## src/rtl/axi_mem_arbiter.sv

```systemverilog
// Burst-granular round-robin arbiter for the AXI slave's single-port memory array; grants register one cycle after req.
// Optional idle-grant watchdog is compiled in when ARB_WATCHDOG_EN is defined.
module axi_mem_arbiter #(
  parameter int LEN_WIDTH   = 8,
  parameter int WDOG_CYCLES = 16
) (
  input  logic                 ACLK,
  input  logic                 ARESTN,
  input  logic                 wr_req,
  input  logic [LEN_WIDTH-1:0] wr_len,
  input  logic                 wr_beat,
  output logic                 wr_gnt,
  input  logic                 rd_req,
  input  logic [LEN_WIDTH-1:0] rd_len,
  input  logic                 rd_beat,
  output logic                 rd_gnt,
  output logic                 mem_sel,
  output logic                 busy,
  output logic                 wdog_err
);

  typedef enum logic [1:0] {IDLE, GNT_WR, GNT_RD} state_t;

  state_t               state;
  logic                 last_rd;
  logic [LEN_WIDTH-1:0] len_q;
  logic [LEN_WIDTH-1:0] beat_cnt;
  logic                 own_beat;
  logic                 final_beat;
  logic                 wdog_trip;
  logic                 release_now;
  logic                 take_wr;
  logic                 take_rd;

  // Beats from the engine that does not own the array never reach the counter.
  assign own_beat    = ((state == GNT_WR) && wr_beat) || ((state == GNT_RD) && rd_beat);
  assign final_beat  = own_beat && (beat_cnt == len_q);
  assign release_now = final_beat || wdog_trip;

`ifdef ARB_WATCHDOG_EN
  localparam logic [7:0] WDOG_LAST = 8'(WDOG_CYCLES - 1);
  logic [7:0] idle_cnt;

  assign wdog_trip = (state != IDLE) && !own_beat && (idle_cnt == WDOG_LAST);

  always_ff @(posedge ACLK or negedge ARESTN) begin
    if (!ARESTN) begin
      idle_cnt <= '0;
    end else if ((state == IDLE) || own_beat || wdog_trip) begin
      idle_cnt <= '0;
    end else begin
      idle_cnt <= idle_cnt + 8'd1;
    end
  end
`else
  assign wdog_trip = 1'b0;
`endif

  // Next owner: from IDLE a tie goes to whoever was not served last; on release only the other engine may follow directly.
  always_comb begin
    take_wr = 1'b0;
    take_rd = 1'b0;
    case (state)
      IDLE: begin
        take_wr = wr_req && (!rd_req || last_rd);
        take_rd = rd_req && !take_wr;
      end
      GNT_WR:  take_rd = release_now && rd_req;
      GNT_RD:  take_wr = release_now && wr_req;
      default: ;
    endcase
  end

  always_ff @(posedge ACLK or negedge ARESTN) begin
    if (!ARESTN) begin
      state    <= IDLE;
      last_rd  <= 1'b1;
      len_q    <= '0;
      beat_cnt <= '0;
      wr_gnt   <= 1'b0;
      rd_gnt   <= 1'b0;
      mem_sel  <= 1'b0;
      busy     <= 1'b0;
      wdog_err <= 1'b0;
    end else begin
      wdog_err <= wdog_trip;
      if (release_now) begin
        last_rd <= (state == GNT_RD);
      end
      if (take_wr || take_rd) begin
        state    <= take_wr ? GNT_WR : GNT_RD;
        len_q    <= take_wr ? wr_len : rd_len;
        beat_cnt <= '0;
        wr_gnt   <= take_wr;
        rd_gnt   <= take_rd;
        mem_sel  <= take_rd;
        busy     <= 1'b1;
      end else if (release_now) begin
        // mem_sel deliberately keeps its last value while idle.
        state  <= IDLE;
        wr_gnt <= 1'b0;
        rd_gnt <= 1'b0;
        busy   <= 1'b0;
      end else if (own_beat) begin
        beat_cnt <= beat_cnt + 1'b1;
      end
    end
  end

endmodule

```

## config.mk

```make
export PLATFORM = sky130hd
export DESIGN_NAME = axi_mem_arbiter
export DESIGN_NICKNAME = d
export VERILOG_FILES = /design/src/rtl/axi_mem_arbiter.sv
export SDC_FILE = /design/constraint.sdc
export NUM_CORES = 1
export LEC_CHECK = 0
export BUFFER_PORTS_ARGS = -buffer_cell sky130_fd_sc_hd__buf_2
export CORE_UTILIZATION = 56
export CTS_CLUSTER_DIAMETER = 40
export DETAILED_ROUTE_END_ITERATION = 12
export PLACE_DENSITY = 0.82
export SYNTH_ARGS = -nofsm -noshare
export SYNTH_HDL_FRONTEND = slang
export SYNTH_SLANG_ARGS = --single-unit
```

## constraint.sdc

```tcl
create_clock -name ACLK -period 4.2 [get_ports ACLK]
set_clock_uncertainty 0.2 [all_clocks]
set_input_delay 0.21 -clock ACLK [delete_from_list [all_inputs] [get_ports ACLK]]
set_output_delay 0.21 -clock ACLK [all_outputs]
set_load 0.05 [all_outputs]
```

==> results_dict.tcl, run 1 <==
set metrics [dict create \
    wl_mm 2.61 \
    first_global_vias 850 \
    syn_nets 138 \
    fmax_mhz 400 \
    place.gp.congestion 0.875 \
    start_util_pct 60.0 \
    maxSlewHeadroom_pct 51.9 \
    worstSetupStartpointType "register" \
    ys_seq_elements 22 \
    fin_cells 174 \
    min_from "wr_len[3]" \
    finalHoldViolCount 0 \
    setup_tns_ns 0 \
    die_h_um 48.1 \
    p_sw_uw 372 \
    vdd_drop_max_uv 514 \
    fin_area_um2 1450 \
    antenna_cells 0 \
    numPortBuffers 25 \
    io_pins 27 \
    clk_path_buf_depth 2 \
    fin_util_pct 73.1 \
    syn_to_final_growth_pct 21.9 \
    drive_above_1_share_pct 23.1 \
    insertion_delay_ns 0.32 \
    crit_type "register to register" \
    post_synth.cell_area_avg_um2 10.3 \
    powerDensity_nw_per_um2 637 \
    min_to "len_q[3]" \
    core.rowCount 16 \
    drv_slew 0 \
    worst_slew_pin_slew_ns 0.717 \
    setup_violations 0 \
    grt_usage_pct 25.8 \
    cts_root_buf "clkbuf_4" \
    p_clk_share_pct 17.5 \
    combPwrFrac_pct 39.0 \
    hp-class "primary input to register" \
    post-cts-setup-buffers 0 \
    power_frac_seq_pct 43.5 \
    viasPerCell 5.85 \
    p_leak_nw 0.594 \
    r2r-start "beat_cnt[0]" \
    grt_pass1_wl_mm 3.90 \
    netlist_instances 115 \
    die_area_um2 2310 \
    dpl_cell_area_um2 1310 \
    ant_nets 0 \
    placed_cells 161 \
    ys_seq_area_share_pct 46.4 \
    wire_per_inst_um 15.0 \
    cts_tree "done" \
    crit_required_ns 4.21 \
    synth-warning-count 0 \
    cp_max_fo 9 \
    finalCriticalPeriod_ns 2.50 \
    die_x_um 48.1 \
    rsz0062_at_grt "no" \
    first_pass_iters 4 \
    clkTransAtPathRegs_ns 0.12 \
    cts.sinks 22 \
    h-tree-depth 1 \
    vias 1018 \
    nets 171 \
    grt_max_degree 23 \
    core_um2 1980 \
    rr_worst_depth 5 \
    intPower_uw 551 \
    grt_antenna_before_repair 0 \
    syn_area_um2 1190 \
    dp_hpwl_mm 1.87 \
    drtIter0Drc 27 \
    nFillCells 136 \
    drc_errors 0 \
    cp.arrival_ns 2.51 \
    p_sw_share_pct 40.3 \
    cp-end-kind "register" \
    cap_violations 0 \
    rr_endpoint "len_q[6]" \
    cts_buffers 3 \
    overflow 0 \
    hold_depth 3 \
    ys_types 36 \
    status "finished clean" \
    r2r_slack_ns 1.70 \
    fin_crit_sh_pct 59.5 \
]
==> cells by family after synthesis <==
| group | share of synthesized area [%] |
|---|---|
| XOR/XNOR | 7.37 |
| multiplexers | 0.842 |
| flip-flops | 46.4 |
| adder cells (fa/ha/maj) | 1.05 |
| AO/OA/AOI/OAI | 19.6 |
| AND/OR/NAND/NOR | 19.7 |
| other | 0.315 |
| buffers and inverters | 4.74 |
==> per-stage QoR <==
step	power [mW]	setup WS (ns)	hold slack [ns]
2_1_floorplan	0.676	1.60	-0.286
3_3_place_gp	0.739	1.78	-0.0107
3_5_place_dp	0.757	1.74	0.00318
4_1_cts	0.925	1.72	0.0702
5_1_grt	0.982	1.59	0.0848
6_report	0.923	1.70	0.0774
==> worst max path at each step <==
stage                     start        to  slack, ns  cells past startpoint
global placement       state[0]  len_q[4]       1.78                      5
detailed placement  beat_cnt[0]  len_q[6]       1.74                      5
finish              beat_cnt[0]  len_q[6]       1.70                      5
floorplan              state[0]  len_q[0]       1.60                      8
CTS                 beat_cnt[0]  len_q[6]       1.72                      5
global route        beat_cnt[0]  len_q[6]       1.59                      5
==> Yosys cell counts <==
master | count | area, µm²
dfrtp_1 | 21 | 526
a221o_1 | 8 | 80.1
nor3b_1 | 8 | 60.1
xnor2_1 | 8 | 70.1
nand2_1 | 7 | 26.3
a21oi_1 | 5 | 25.0
nor2_1 | 5 | 18.8
o21ai_0 | 5 | 25.0
nand4_1 | 4 | 25.0
o31ai_1 | 4 | 30.0
or4_1 | 4 | 30.0
buf_2 | 3 | 15.0
nand3_1 | 3 | 15.0
buf_6 | 2 | 22.5
inv_1 | 2 | 7.51
nand2b_1 | 2 | 12.5
nand3b_1 | 2 | 15.0
o21ai_1 | 2 | 10.0
or3_1 | 2 | 12.5
xor2_1 | 2 | 17.5
a211o_1 | 1 | 8.76
a211oi_2 | 1 | 12.5
a21boi_0 | 1 | 7.51
a221oi_1 | 1 | 8.76
a31o_2 | 1 | 8.76
and2_1 | 1 | 6.26
buf_4 | 1 | 7.51
clkbuf_1 | 1 | 3.75
conb_1 | 1 | 3.75
dfstp_2 | 1 | 26.3
ha_1 | 1 | 12.5
mux2i_1 | 1 | 10.0
nor2b_1 | 1 | 6.26
o211ai_1 | 1 | 7.51
o31a_1 | 1 | 8.76
or2_2 | 1 | 6.26
==> power groups by stage <==
stage / registers [mW] / clock network [mW] / logic (mW)
floorplan: 0.428 / 0 / 0.249
global placement: 0.398 / 0 / 0.342
detailed placement: 0.404 / 0 / 0.353
CTS: 0.400 / 0.164 / 0.361
global route: 0.413 / 0.174 / 0.394
finish: 0.402 / 0.161 / 0.360
==> layout make-up <==
| type | count | area, µm² | share of cell area, % |
|---|---|---|---|
| clock inverter | 1 | 30.0 | 2.07 |
| sequential | 22 | 552 | 38.1 |
| multi-input combinational | 84 | 581 | 40.1 |
| clock buffer | 3 | 22.5 | 1.55 |
| tap | 27 | 33.8 | 2.33 |
| inverter | 2 | 7.51 | 0.518 |
| timing repair buffer | 35 | 223 | 15.4 |
==> state kept, by name, indices dropped and copies added, names as in the netlist <==
signal,flops
mem_sel,1
rd_gnt,1
len_q,8
beat_cnt,8
busy,1
state,2
last_rd,1
==> timing repair <==
action | CTS | global route
endpoints found under the hold margin | 30 | 0
setup endpoints to repair | 0 | 0
resized for setup | 0 | 0
hold buffers | 9 | 0
==> metal layers <==
layer / track usage, % / routed length [µm] / up-vias
met5: 0 / 0 / -
met4: 14.4 / 74 / 0
met3: 8.30 / 99 / 9
met2: 38.6 / 1260 / 29
met1: 32.9 / 1170 / 486
li1: - / - / 494
==> cells in the final DEF (no fill, tap or decap), types with 2 or more instances in the layout <==
master	Yosys	layout
a21oi_1	5	5
a221o_1	8	8
buf_2	3	25
clkbuf_4	0	3
dfrtp_1	21	21
dlygate4sd3_1	0	9
inv_1	2	2
nand2_1	7	7
nand2b_1	2	2
nand3_1	3	3
nand3b_1	2	2
nand4_1	4	4
nor2_1	5	5
nor3b_1	8	8
o21ai_0	5	5
o21ai_1	2	2
o31ai_1	4	4
or3_1	2	2
or4_1	4	4
xnor2_1	8	8
xor2_1	2	2
==> critical path: stages, from the launching register on <==
cell     delay, ns
dfrtp_1       0.47
xnor2_1       0.17
nand4_1       0.22
or3_1         0.55
a211o_1       0.46
a221o_1       0.33
Note: power is estimated with default switching activity, not from simulation.
==> run 2: changes to the inputs <==
CORE_UTILIZATION = 47   (was 56)
PLACE_DENSITY = 0.74   (was 0.82)
clock period = 2.1 ns   (was 4.2 ns; I/O delays follow)
==> results_dict.tcl, run 2 (synthesis results as in run 1) <==
set metrics [dict create \
    status "complete, but fails checks" \
    violations "hold timing, setup timing" \
    worst_slew_pin_slew_ns 0.606 \
    drive_above_1_share_pct 49.2 \
    drc_errors 0 \
    dp_hpwl_mm 2.11 \
    grt_pass1_wl_mm 7.32 \
    setup_violations 20 \
    cp-endpoint "len_q[4]" \
    fin_util_pct 84.5 \
    vdd_drop_max_uv 1250 \
    intPower_mw 1.50 \
    cts.sinks 22 \
    drtIter0Drc 85 \
    crit_start "beat_cnt[6]" \
    finalCriticalPeriod_ns 2.45 \
    fin_area_um2 1940 \
    rr_worst_depth 8 \
    syn_to_final_growth_pct 63.3 \
    fin_crit_sh_pct 117 \
    wire_per_inst_um 23.7 \
    cts_tree "done" \
    rsz0062_at_grt "yes" \
    hp-class "primary input to register" \
    dpl_cell_area_um2 1500 \
    viasPerCell 6.48 \
    grt_usage_pct 38.2 \
    final_common_cell "buf_4" \
    grt_antenna_before_repair 0 \
    crit_required_ns 2.17 \
    fin_cells 223 \
    rr_endpoint "len_q[4]" \
    cap_violations 0 \
    r2r-start "beat_cnt[6]" \
    p_leak_nw 0.833 \
    p_sw_share_pct 42.5 \
    cts_buffers 3 \
    r2r_slack_ns -0.35 \
    grt_max_degree 23 \
    nets 219 \
    h-tree-depth 1 \
    first_pass_iters 5 \
    die_area_um2 2730 \
    start_util_pct 51.7 \
    io_pins 27 \
    placed_cells 187 \
    numPortBuffers 25 \
    clk_path_buf_depth 2 \
    p_sw_mw 1.11 \
    core_um2 2300 \
    first_global_vias 1481 \
    nFillCells 107 \
    power_frac_seq_pct 29.6 \
    clkTransAtPathRegs_ns 0.15 \
    p_clk_share_pct 13.5 \
    die_x_um 52.3 \
    powerDensity_nw_per_um2 1340 \
    drv_slew 0 \
    wl_mm 5.29 \
    antenna_cells 0 \
    cts_root_buf "clkbuf_4" \
    totalPowerFinal_mw 2.61 \
    place.gp.congestion 0.840 \
    final_cell_mix "39 x buf_4, 25 x buf_2, 19 x dfrtp_1" \
    overflow 0 \
    cp_max_fo 4 \
    fmax_mhz 408 \
    cp.arrival_ns 2.52 \
    finalHoldViolCount 2 \
    fin_ws_ns -0.348 \
    worstSetupStartpointType "register" \
    die_h_um 52.3 \
    holdWs_ns -0.0125 \
    cp-end-kind "register" \
    maxSlewHeadroom_pct 59.5 \
    vias 1446 \
    insertion_delay_ns 0.34 \
    top_regs "beat_cnt x8, len_q x8, state x2" \
    hold_depth 3 \
    combPwrFrac_pct 57.0 \
    core.rowCount 17 \
    ant_nets 0 \
    crit_type "register to register" \
]
## run 2: stage by stage
stage | TNS (ns) | setup slack [ns]
6_report | -3.39 | -0.348
5_1_grt | -3.87 | -0.351
4_1_cts | -0.714 | -0.0920
3_5_place_dp | -1.28 | -0.169
3_3_place_gp | -0.749 | -0.0949
2_1_floorplan | -4.22 | -0.316
## run 2: layout make-up
cell class / instances / area [µm²] / area share (%)
flip-flops and latches: 22 / 554 / 28.6
well taps: 28 / 35.0 / 1.81
clock buffers: 3 / 22.5 / 1.16
repair buffers: 82 / 603 / 31.1
multi-input cells: 85 / 688 / 35.5
inverters: 2 / 7.51 / 0.387
clock inverters: 1 / 30.0 / 1.55
## run 2: worst max-delay path, stage by stage (launching register included)
cell and delay (ns):
dfrtp_1 0.44, xnor2_1 0.20, nand4_1 0.19, buf_4 0.19
o31a_1 0.34, buf_6 0.18, buf_4 0.15, nor3b_2 0.29
a221o_1 0.20
## run 2: worst min path at each step
stage / from / end
CTS: wr_len[0] / len_q[0]
detailed placement: ARESTN / beat_cnt[3]
global placement: ARESTN / state[1]
floorplan: ARESTN / beat_cnt[0]
global route: wr_len[0] / len_q[0]
finish: wr_len[0] / len_q[0]
## run 2: layer usage
layer	global-route usage [%]	wire (µm)
met1	43.5	1920
met2	60.5	2490
met3	11.3	588
met4	26.8	293
met5	0	0
## run 2: power by group through the flow
| stage | Combinational [mW] | Sequential (mW) | Clock, mW |
|---|---|---|---|
| finish | 1.49 | 0.771 | 0.352 |
| global route | 1.55 | 0.780 | 0.358 |
| CTS | 1.22 | 0.725 | 0.342 |
| detailed placement | 1.06 | 0.736 | 0 |
| global placement | 1.03 | 0.726 | 0 |
| floorplan | 0.504 | 0.858 | 0 |
## run 2: repair_timing
item,in CTS,in global routing
setup endpoints to repair,19,22
buffers inserted,12,5
hold endpoints to repair,30,0
hold buffers,14,0
resized for setup,12,15
pin swaps,7,7
cloned,1,0
==> run 3: changes to the inputs <==
ABC_AREA = 1   (was unset)
CORE_UTILIZATION = 25   (was 47)
PLACE_DENSITY = unset   (was 0.74)
clock period = 3.2 ns   (was 2.1 ns; I/O delays follow)
==> results_dict.tcl, run 3 <==
set metrics [dict create \
    status "finished clean" \
    setup_tns_ns 0 \
    die_x_um 74.7 \
    cts_tree "done" \
    insertion_delay_ns 0.27 \
    nFillCells 547 \
    fin_crit_sh_pct 81.0 \
    nets 233 \
    worst_slew_pin_slew_ns 0.517 \
    cap_violations 0 \
    postCtsHoldBufs 17 \
    synthTopCellsByCount "55 x nand2_1, 21 x dfrtp_1, 15 x inv_1" \
    crit_required_ns 3.16 \
    post_synth.cell_area_avg_um2 7.96 \
    grt_usage_pct 11.4 \
    synth_edf_count 0 \
    ys_seq_area_share_pct 41.8 \
    ant_nets 0 \
    final_cell_mix "55 x nand2_1, 25 x buf_2, 21 x dfrtp_1" \
    finalCriticalPeriod_ns 2.59 \
    worstSetupStartpointType "register" \
    cp_max_fo 15 \
    drive_above_1_share_pct 26.8 \
    cts_buffers 3 \
    die_area_um2 5580 \
    drtIter0Drc 33 \
    worstPathCellList "inv_2 -> nand2_2 -> o22ai_4 -> nand3_2 -> a21oi_4 -> nor2_4 -> nand2_1 -> nand3_1 -> dlygate4sd3_1" \
    cp_top_family "buffers and inverters" \
    worst-path-buf-inv 2 \
    post-cts-setup-buffers 0 \
    synth_async_sr_flop_share_pct 100 \
    grt_antenna_before_repair 0 \
    finalHoldViolCount 0 \
    post-place-ws_ns 1.13 \
    powerDensity_nw_per_um2 863 \
    rr_worst_depth 9 \
    core.rowCount 26 \
    ys_seq_elements 22 \
    cts.sinks 22 \
    ys.flop_type "dfrtp_1" \
    fmax_mhz 386 \
    cts_root_buf "clkbuf_8" \
    final_common_cell "nand2_1" \
    synth_top_cell_by_area "dfrtp_1" \
    hold_depth 5 \
    syn_area_um2 1320 \
    netlist_instances 166 \
    core_um2 5110 \
    top_regs "beat_cnt x8, len_q x8, state x2" \
    synth_area_leaders "dfrtp_1 40%, nand2_1 16%, nand3_1 5.3%" \
    cp.arrival_ns 2.55 \
    io_pins 27 \
    h-tree-depth 1 \
    synth-warning-count 0 \
    synth_top_cell_area_share_pct 39.8 \
    antenna_cells 0 \
    syn_nets 189 \
    syn_to_final_growth_pct 32.1 \
    wl_mm 2.81 \
    die_h_um 74.7 \
    clk_path_buf_depth 2 \
    numPortBuffers 25 \
    vias 1123 \
    clkTransAtPathRegs_ns 0.09 \
    cp-end-kind "register" \
    crit_cells 9 \
    synth_most_common_cell "nand2_1" \
    overflow 0 \
    first_pass_iters 4 \
    cts_resized 0 \
    grt_max_degree 23 \
    drv_slew 0 \
    drc_errors 0 \
    ys_types 26 \
    vdd_drop_max_uv 391 \
    wire_per_inst_um 10.1 \
    dp_hpwl_mm 2.05 \
    crit_type "register to register" \
    slowest_delay_ns 0.55 \
    maxSlewHeadroom_pct 65.5 \
    place.gp.congestion 0.767 \
    rsz0062_at_grt "no" \
    first_global_vias 1042 \
    setup_violations 0 \
    p_leak_nw 0.891 \
    hp-class "primary input to register" \
    start_util_pct 25.9 \
    fin_ws_ns 0.609 \
    grt_pass1_wl_mm 4.73 \
    cp_slowest_cell "dlygate4sd3_1" \
    viasPerCell 4.03 \
]
## run 3: logic make-up (layout without fill, tap and decap cells)
logic type,after synthesis,count (layout),share of synthesized area (%)
adders and majority gates,1,1,0.947
DFF,22,22,41.8
buffers and inverters,23,66,7.95
and+or+nand+nor,104,104,39.2
xor gates and xnor gates,6,6,3.98
other,1,1,0.284
AOI/OAI and AO/OA,9,9,5.87
## run 3: final timing paths
kind / to / start / slack [ns]
setup reg to reg: len_q[4] / state[0] / 0.61
setup / recovery: len_q[4] / state[0] / 0.61
hold / removal: state[0] / wr_req / 0.13
min in group asynchronous: beat_cnt[3] / ARESTN / 0.21
max in group asynchronous: last_rd / ARESTN / 2.23
hold reg to reg: mem_sel / mem_sel / 0.29
## run 3: power breakdown
| group | switching (mW) | total [mW] | internal (mW) |
|---|---|---|---|
| Sequential | 0.107 | 0.498 | 0.391 |
| Combinational | 0.424 | 0.740 | 0.316 |
| Clock | 0.101 | 0.268 | 0.167 |
| Total | 0.632 | 1.51 | 0.874 |
## run 3: cell type report
cell class | count | area (µm²) | share of cell area [%]
repair buffers | 42 | 295 | 16.9
inverters | 20 | 75.1 | 4.30
flip-flops and latches | 22 | 552 | 31.6
clock buffers | 3 | 41.3 | 2.37
multi-input cells | 121 | 664 | 38.1
well taps | 70 | 87.6 | 5.02
clock inverters | 1 | 30.0 | 1.72
## run 3: worst reg2reg max path, stage by stage (launching register included)
cell and delay (ns):
dfrtp_1 0.43, inv_2 0.09, nand2_2 0.07, o22ai_4 0.27, nand3_2 0.17, a21oi_4 0.36
nor2_4 0.18, nand2_1 0.10, nand3_1 0.06, dlygate4sd3_1 0.55
## run 3: per-stage QoR
stage / utilization, % / std cells / instance area [µm²] / hold slack (ns) / total power, mW
floorplan: - / 166 / 1320 / -0.336 / 1.02
global placement: 29.4 / 258 / 1500 / -0.0327 / 1.13
detailed placement: 29.4 / 258 / 1500 / -0.0300 / 1.14
CTS: 34.2 / 279 / 1750 / 0.134 / 1.52
global route: 34.2 / 279 / 1750 / 0.166 / 1.63
finish: 34.2 / 279 / 1750 / 0.134 / 1.51
## run 3: layer usage
metal / GRT usage, % / share of wire, %
met1: 15.7 / 50
met2: 17.8 / 46
met3: 2.01 / 2.1
met4: 4.40 / 1.7
met5: 0 / 0
